--- config.mk ---
export PLATFORM = sky130hd
export DESIGN_NAME = sync_fifo_ctrl
export DESIGN_NICKNAME = d
export VERILOG_FILES = /design/src/rtl/sync_fifo_ctrl.sv
export SDC_FILE = /design/constraint.sdc
export NUM_CORES = 1
export LEC_CHECK = 0
export CAP_MARGIN = 20
export CORE_AREA = 2 2 69 71
export DETAILED_ROUTE_END_ITERATION = 10
export DIE_AREA = 0 0 71 73
export PLACE_DENSITY = 0.79
export REMOVE_ABC_BUFFERS = 1
export SKIP_CTS_REPAIR_TIMING = 1
export SLEW_MARGIN = 20
export SYNTH_ARGS = -nofsm -noshare
export SYNTH_HDL_FRONTEND = slang
export SYNTH_SLANG_ARGS = --single-unit
--- constraint.sdc ---
create_clock -name clk -period 4.12 [get_ports clk]
set_input_delay 0.824 -clock clk [delete_from_list [all_inputs] [get_ports clk]]
set_output_delay 0.824 -clock clk [all_outputs]
set_load 0.01 [all_outputs]
--- src/rtl/sync_fifo_ctrl.sv ---
// rtl/sync_fifo_ctrl.sv - single-clock FIFO controller driving a registered-read dual-port RAM
module sync_fifo_ctrl #(
    parameter int DATA_WIDTH = 8,
    parameter int ADDR_WIDTH = 9,
    parameter int AF_LEVEL   = 500,
    parameter int AE_LEVEL   = 4
) (
    input  logic                  clk,
    input  logic                  rst_n,
    input  logic                  push,
    input  logic [DATA_WIDTH-1:0] push_data,
    input  logic                  pop,
    output logic [DATA_WIDTH-1:0] pop_data,
    output logic                  pop_valid,
    output logic                  full,
    output logic                  empty,
    output logic                  almost_full,
    output logic                  almost_empty,
    output logic [ADDR_WIDTH:0]   count,
    output logic                  overflow,
    output logic                  underflow,
    output logic                  ram_wr_en,
    output logic [ADDR_WIDTH-1:0] ram_wr_addr,
    output logic [DATA_WIDTH-1:0] ram_wr_data,
    output logic                  ram_rd_en,
    output logic [ADDR_WIDTH-1:0] ram_rd_addr,
    input  logic [DATA_WIDTH-1:0] ram_rd_data
);

    localparam logic [ADDR_WIDTH:0] DEPTH_C = (ADDR_WIDTH+1)'(2**ADDR_WIDTH);
    localparam logic [ADDR_WIDTH:0] AF_C    = (ADDR_WIDTH+1)'(AF_LEVEL);
    localparam logic [ADDR_WIDTH:0] AE_C    = (ADDR_WIDTH+1)'(AE_LEVEL);
    localparam logic [ADDR_WIDTH:0] ONE_C   = (ADDR_WIDTH+1)'(1);

    logic [ADDR_WIDTH:0] wr_ptr;
    logic [ADDR_WIDTH:0] rd_ptr;
    logic [ADDR_WIDTH:0] count_q;
    logic                push_ok;
    logic                pop_ok;

    // Flags decode only from registered occupancy, so accept decisions never depend on same-cycle requests.
    assign full         = (count_q == DEPTH_C);
    assign empty        = (count_q == '0);
    assign almost_full  = (count_q >= AF_C);
    assign almost_empty = (count_q <= AE_C);
    assign count        = count_q;

    assign push_ok = push & ~full;
    assign pop_ok  = pop & ~empty;

    assign ram_wr_en   = push_ok;
    assign ram_wr_addr = wr_ptr[ADDR_WIDTH-1:0];
    assign ram_wr_data = push_data;
    assign ram_rd_en   = pop_ok;
    assign ram_rd_addr = rd_ptr[ADDR_WIDTH-1:0];
    assign pop_data    = ram_rd_data;

    always_ff @(posedge clk or negedge rst_n) begin
        if (!rst_n) begin
            wr_ptr    <= '0;
            rd_ptr    <= '0;
            count_q   <= '0;
            pop_valid <= 1'b0;
            overflow  <= 1'b0;
            underflow <= 1'b0;
        end else begin
            if (push_ok) wr_ptr <= wr_ptr + ONE_C;
            if (pop_ok)  rd_ptr <= rd_ptr + ONE_C;
            case ({push_ok, pop_ok})
                2'b10:   count_q <= count_q + ONE_C;
                2'b01:   count_q <= count_q - ONE_C;
                default: count_q <= count_q;
            endcase
            pop_valid <= pop_ok;
            overflow  <= push & full;
            underflow <= pop & empty;
        end
    end

endmodule

==> out/results.txt, run 1 <==
Status = complete, no violations
DR vias = 1,461
Max stage delay on crit path = 0.48 ns
Lkg Pwr = 0.0009971 uW
Initial Util = 41.99%
# fillers = 409
Routability cong. = 0.7999
Clk Latency, worst-skew pair = 0.28 ns
CP bufs+invs = 3
Final instance area = 2360 um^2
Share of the synthesized area in the top cell type = 40.74%
Storage element area = 775.7 um^2
Worst-path fanout max = 13
Min-delay worst type = reg2reg
GRT Overall Usage = 17.35%
Row count = 25
I/O Pins = 73
Vias in the first global route = 1,479
Maxcap violations = 0
Critical path arrival = 3.67 ns
Drt total wl = 4049 um
Post-route ant nets = 0
Peak VDD IR = 0.2644 mV
Port buffer count = 40
Area contributors post-synth = dfrtp_1 41%, ha_1 7.2%, buf_4 6.3%
Layout cells sized above 1 = 10.65%
Critical Path Start Type = input pin
Largest net degree at the start of global routing = 32
Drt initial violations = 68
H-tree Lvls = 2
Multi-input logic area = 967.2 um^2
Setup violators final = 0
Max-slew violations = 0
P&R area growth vs syn = 23.92%
CTS tree = built
Final hold vios = 0
Initial antenna violation count = 0
Area leader, netlist = dfrtp_1
Slew @ Worst Pin = 0.5651 ns
CORE AREA = 4536 um^2
Via/cell ratio = 5.411
RSZ-0062 raised after global routing = false
Critical path endpoint category = flop
Register area share after synthesis = 40.74%
Post-Syn Area = 1904 um^2
Syn_area_per_cell = 10.41 um^2
Yosys warnings = 0
Dpl hpwl = 3116 um
F_max = 0.2845 GHz
Worst-path clk slew = 0.06 ns
WL/cell = 15.00 um
Clock tree buffer depth = 2
Setup Crit Path Kind = in2reg
Post-synth EDFFs = 0
CTS Buf Count = 5
Period utilization = 85.30%
DIE AREA = 5183 um^2
CP dominant cell by count = ha_1
CP max-delay cell = clkdlybuf4s50_1
CP cell instances = clkdlybuf4s50_1 -> inv_1 -> a41oi_4 -> inv_2 -> ha_1 -> ha_1 -> nand2_1 -> a211oi_1 -> a31o_1 -> mux2_4 -> a2111oi_1
First-pass GRT wire length = 7003 um
Iteration count of the initial detailed-routing pass = 4
Placed cell areas = 2260 um^2
Min Tclk post-route = 3.514 ns
Final Skew = 0.004247 ns
CP top delay family = compound AO/OA/AOI/OAI gates
Final setup TNS = 0 ns
Antenna Cells = 0
Overflow after GRT = 0
Clk root buf = clkbuf_8
Post-synthesis register bit count = 31
Relative slew slack = 62.33%
Die W = 71 um
Yosys cell types = 42
Fraction of registers with async set/reset = 100.0%
Die H = 73 um
Clk sinks = 31
DRC viols = 0
Post-Syn Instances = 183
Nets = 247
Main flop type after synthesis = dfrtp_1
CP Data Required Time = 4.27 ns
Pwr/cell area = 718.6 nW/um^2
## per-stage QoR
stage	setup slack [ns]	hold slack (ns)	instances	power (uW)	utilization (%)
floorplan	0.8352	0.5039	165	1068	-
global placement	0.4501	0.4575	262	1418	49.82
detailed placement	0.3472	0.4670	262	1450	49.82
CTS	0.6347	0.4752	270	1714	52.03
global route	0.3682	0.4926	270	1833	52.03
finish	0.6056	0.4769	270	1696	52.03
## final timing paths
kind / startpoint / endpoint / slack, ns / depth (start not counted)
worst max-delay path: push / count[9] / 0.61 / 11
worst min-delay path: rd_ptr[8] / rd_ptr[8] / 0.48 / 1
worst max register to register: count[0] / count[9] / 0.70 / 10
worst min register to register: rd_ptr[8] / rd_ptr[8] / 0.48 / 1
max in group asynchronous: rst_n / count[5] / 2.90 / 2
min in group asynchronous: rst_n / wr_ptr[7] / 0.94 / 2
## power breakdown
group	switching (uW)	internal (uW)
logic	375	446
clock network	105	152
registers	194	423
total	675	1020
## Yosys cell counts (3+ instances only)
cell	number
dfrtp_1	31
nand2_1	21
buf_4	16
xnor2_1	12
ha_1	11
xor2_1	11
a21oi_1	7
o21ai_0	7
nand4_1	6
nor2_1	6
inv_1	5
nor3_1	5
o21ai_1	5
and3_1	4
mux2_1	3
## cell families after synthesis
logic type      Yosys count  share of synthesized area (%)
buf+inv                  25                          8.476
simple gates             54                          16.43
mux                       4                          2.562
flops                    31                          40.74
compound gates           34                          12.94
fa+ha+maj                12                          8.279
xor+xnor                 23                          10.58
## per-layer routing
metal  share of wire (%)  vias to the layer above  track usage, %  routed length, um
li1                    -                      696               -                  -
met1                  44                      693           21.24               1790
met2                  46                       63           27.21               1872
met3                 7.3                        9           6.630                295
met4                 2.2                        0           7.966                 91
met5                   0                        -               0                  0
## final cells by class
type	instances	share of cell area, %
multi-input cells	127	40.99
flip-flops and latches	31	32.87
repair buffers	43	17.92
clock buffers	8	4.242
well taps	54	2.863
inverters	7	1.113
## cell usage in the layout, fill, tap and decap left out, types with 2 or more instances in the layout
| cell type | Yosys | routed |
|---|---|---|
| inv_2 | 2 | 2 |
| clkbuf_8 | 0 | 7 |
| buf_4 | 16 | 3 |
| xnor2_1 | 12 | 12 |
| o21ai_0 | 7 | 7 |
| nand4_1 | 6 | 6 |
| dfrtp_1 | 31 | 31 |
| xor2_1 | 11 | 11 |
| ha_1 | 11 | 11 |
| nand2_1 | 21 | 21 |
| nor3_1 | 5 | 5 |
| a21oi_1 | 7 | 7 |
| nor2_1 | 6 | 6 |
| and3_1 | 4 | 4 |
| nor4_4 | 2 | 2 |
| inv_1 | 5 | 5 |
| o21ai_1 | 5 | 5 |
| a211oi_1 | 2 | 2 |
| mux2_1 | 3 | 3 |
| clkdlybuf4s50_1 | 0 | 40 |
| o211ai_1 | 2 | 2 |
| and2_1 | 2 | 2 |
| nor3_2 | 2 | 2 |
## flip-flops by register name, summed over array words and instances, names as in the netlist
| name | cells |
|---|---|
| underflow | 1 |
| rd_ptr | 9 |
| count | 10 |
| pop_valid | 1 |
| wr_ptr | 9 |
| overflow | 1 |
No activity file was read; power rests on OpenSTA's default activity.
==> inputs of run 2 (changes only) <==
CORE_AREA = 2 2 53 93   (was 2 2 69 71)
DIE_AREA = 0 0 55 95   (was 0 0 71 73)
PLACE_DENSITY = 0.78   (was 0.79)
==> out/results.txt, run 2 (synthesis results as in run 1) <==
Status = complete, no violations
Lkg Pwr = 0.0009879 uW (-0.93%)
Clk pwr share = 13.3% (-1.9 points)
Clk root buf = clkbuf_8
R2R cell count = 10 (unchanged)
CORE AREA = 4542 um^2 (+0.14%)
Peak VDD IR = 0.3125 mV (+18%)
Layout cells sized above 1 = 10.19% (-0.46 points)
Worst-path fanout max = 13 (unchanged)
DR vias = 1,471 (+0.68%)
Initial antenna violation count = 0 (unchanged)
GRT Overall Usage = 17.76% (+0.41 points)
RSZ-0062 raised after global routing = false
Grt met2 use = 29.07% (+1.9 points)
Internal power = 986.7 uW (-3.4%)
Worst-path clk slew = 0.06 ns (about the same)
Final setup TNS = 0 ns (unchanged)
Nets = 247 (unchanged)
Largest net degree at the start of global routing = 32 (unchanged)
R2R Path Start = count[0]
Met3 usage = 6.962% (+0.33 points)
Min Tclk post-route = 3.468 ns (-0.04618 ns)
First-pass GRT wire length = 6762 um (-3.4%)
Gate power share = 49.8% (+1.4 points)
DRC viols = 0 (unchanged)
Initial Util = 41.93% (-0.058 points)
DIE AREA = 5225 um^2 (+0.81%)
CTS Buf Count = 5 (unchanged)
Met1 usage = 19.72% (-1.5 points)
Final Skew = 0.006482 ns (+0.002235 ns)
Post-route ant nets = 0 (unchanged)
Die W = 55 um (-23%)
Vias in the first global route = 1,461 (-1.2%)
Most frequent cells in the layout = 40 x clkdlybuf4s50_1, 31 x dfrtp_1, 21 x nand2_1, 12 x xnor2_1
Most Crowded Layer GR = met2
Routability cong. = 0.8628 (+7.9%)
Sw power = 679.3 uW (+0.66%)
Hold Slack = 0.4639 ns (-0.01299 ns)
Iteration count of the initial detailed-routing pass = 4 (unchanged)
Dpl hpwl = 3284 um (+5.4%)
Row count = 33 (+32%)
Period utilization = 84.18% (-1.1 points)
Maxcap violations = 0 (unchanged)
I/O Pins = 73 (unchanged)
Max stage delay on crit path = 0.47 ns (about the same)
Antenna Cells = 0 (unchanged)
Critical Path Start Type = input pin
CTS tree = built
Via/cell ratio = 5.489 (+1.4%)
Sw Share = 40.77% (+0.98 points)
Slew @ Worst Pin = 0.5893 ns (+0.02428 ns)
Pwr/cell area = 712.4 nW/um^2 (-0.86%)
Setup violators final = 0 (unchanged)
P&R area growth vs syn = 22.80%
Crit. Startpoint = push
Overflow after GRT = 0 (unchanged)
Critical path arrival = 3.63 ns (-0.04 ns)
Drt initial violations = 14 (-79%)
Setup Crit Path Kind = in2reg
Drt total wl = 4162 um (+2.8%)
CP dominant cell by count = ha_1
Clock tree buffer depth = 2 (unchanged)
Max FFs per register = 10 (unchanged)
Hold Path Stages = 1 (unchanged)
Pre-CTS WS = 0.3744 ns (+0.02715 ns)
Max-slew violations = 0 (unchanged)
H-tree Lvls = 2 (unchanged)
Commonest non-fill, non-tap cell in the layout = clkdlybuf4s50_1
Pwr Total = 1666 uW (-1.8%)
Clk sinks = 31 (unchanged)
CP max-delay cell = clkdlybuf4s50_1
WL/cell = 15.53 um (+3.6%)
Clk Latency, worst-skew pair = 0.27 ns (about the same)
Final hold vios = 0 (unchanged)
Min-delay worst type = reg2reg
CP Data Required Time = 4.28 ns (about the same)
Port buffer count = 40 (unchanged)
Flop pwr share = 36.9% (+0.5 points)
CP cell instances = clkdlybuf4s50_1 -> inv_1 -> a41oi_4 -> inv_2 -> ha_1 -> ha_1 -> nand2_1 -> a211oi_1 -> a31o_1 -> mux2_4 -> a2111oi_1
Min-delay src = wr_ptr[8]
Die H = 95 um (+30%)
Relative slew slack = 60.71% (-1.6 points)
F_max = 0.2883 GHz (+1.3%)
Final worst setup slack = 0.6518 ns (+0.04618 ns)
Critical path endpoint category = flop
==> run 2: layout make-up <==
class | instances | area [um^2]
fillers | 436 | 2203
well taps | 52 | 65.06
repair buffers | 43 | 422.9
clock inverters | 1 | 5.005
clock buffers | 7 | 76.32
inverters | 7 | 26.28
flip-flops and latches | 31 | 775.7
multi-input cells | 127 | 967.2
==> run 2: stage by stage <==
step | utilization (%) | cells | area [um^2]
finish | 51.49 | 268 | 2338
global route | 51.49 | 268 | 2338
CTS | 51.49 | 268 | 2338
detailed placement | 49.70 | 260 | 2257
global placement | 49.70 | 260 | 2257
floorplan | - | 165 | 1769
==> run 2: per-layer routing <==
layer  share of wire (%)  wire, um  vias to the layer above
li1                    -         -                      690
met1                  37      1546                      715
met2                  54      2258                       60
met3                 7.0       290                        6
met4                 1.6        67                        0
met5                   0         0                        -
==> run 2: worst max-delay path, delay by kind of cell <==
family,cells,cell delay (ns)
mux,1,0.31
buf+inv,3,0.58
compound gates,4,0.95
fa+ha+maj,2,0.83
simple gates,1,0.13
==> run 2: power by group through the flow <==
| stage | Sequential [uW] | Combinational [uW] | Clock, uW |
|---|---|---|---|
| final | 615 | 829 | 222 |
| after CTS | 617 | 839 | 226 |
| after global routing | 639 | 916 | 239 |
| after floorplan | 638 | 430 | 0 |
| after global placement | 615 | 816 | 0 |
| after detailed placement | 622 | 837 | 0 |
==> run 2: final timing paths <==
path                             end  slack (ns)
setup / recovery            count[9]        0.65
hold / removal             wr_ptr[8]        0.46
setup reg to reg            count[9]        0.76
max in group asynchronous  rd_ptr[3]        2.90
min in group asynchronous  wr_ptr[4]        0.94
hold reg to reg            wr_ptr[8]        0.46
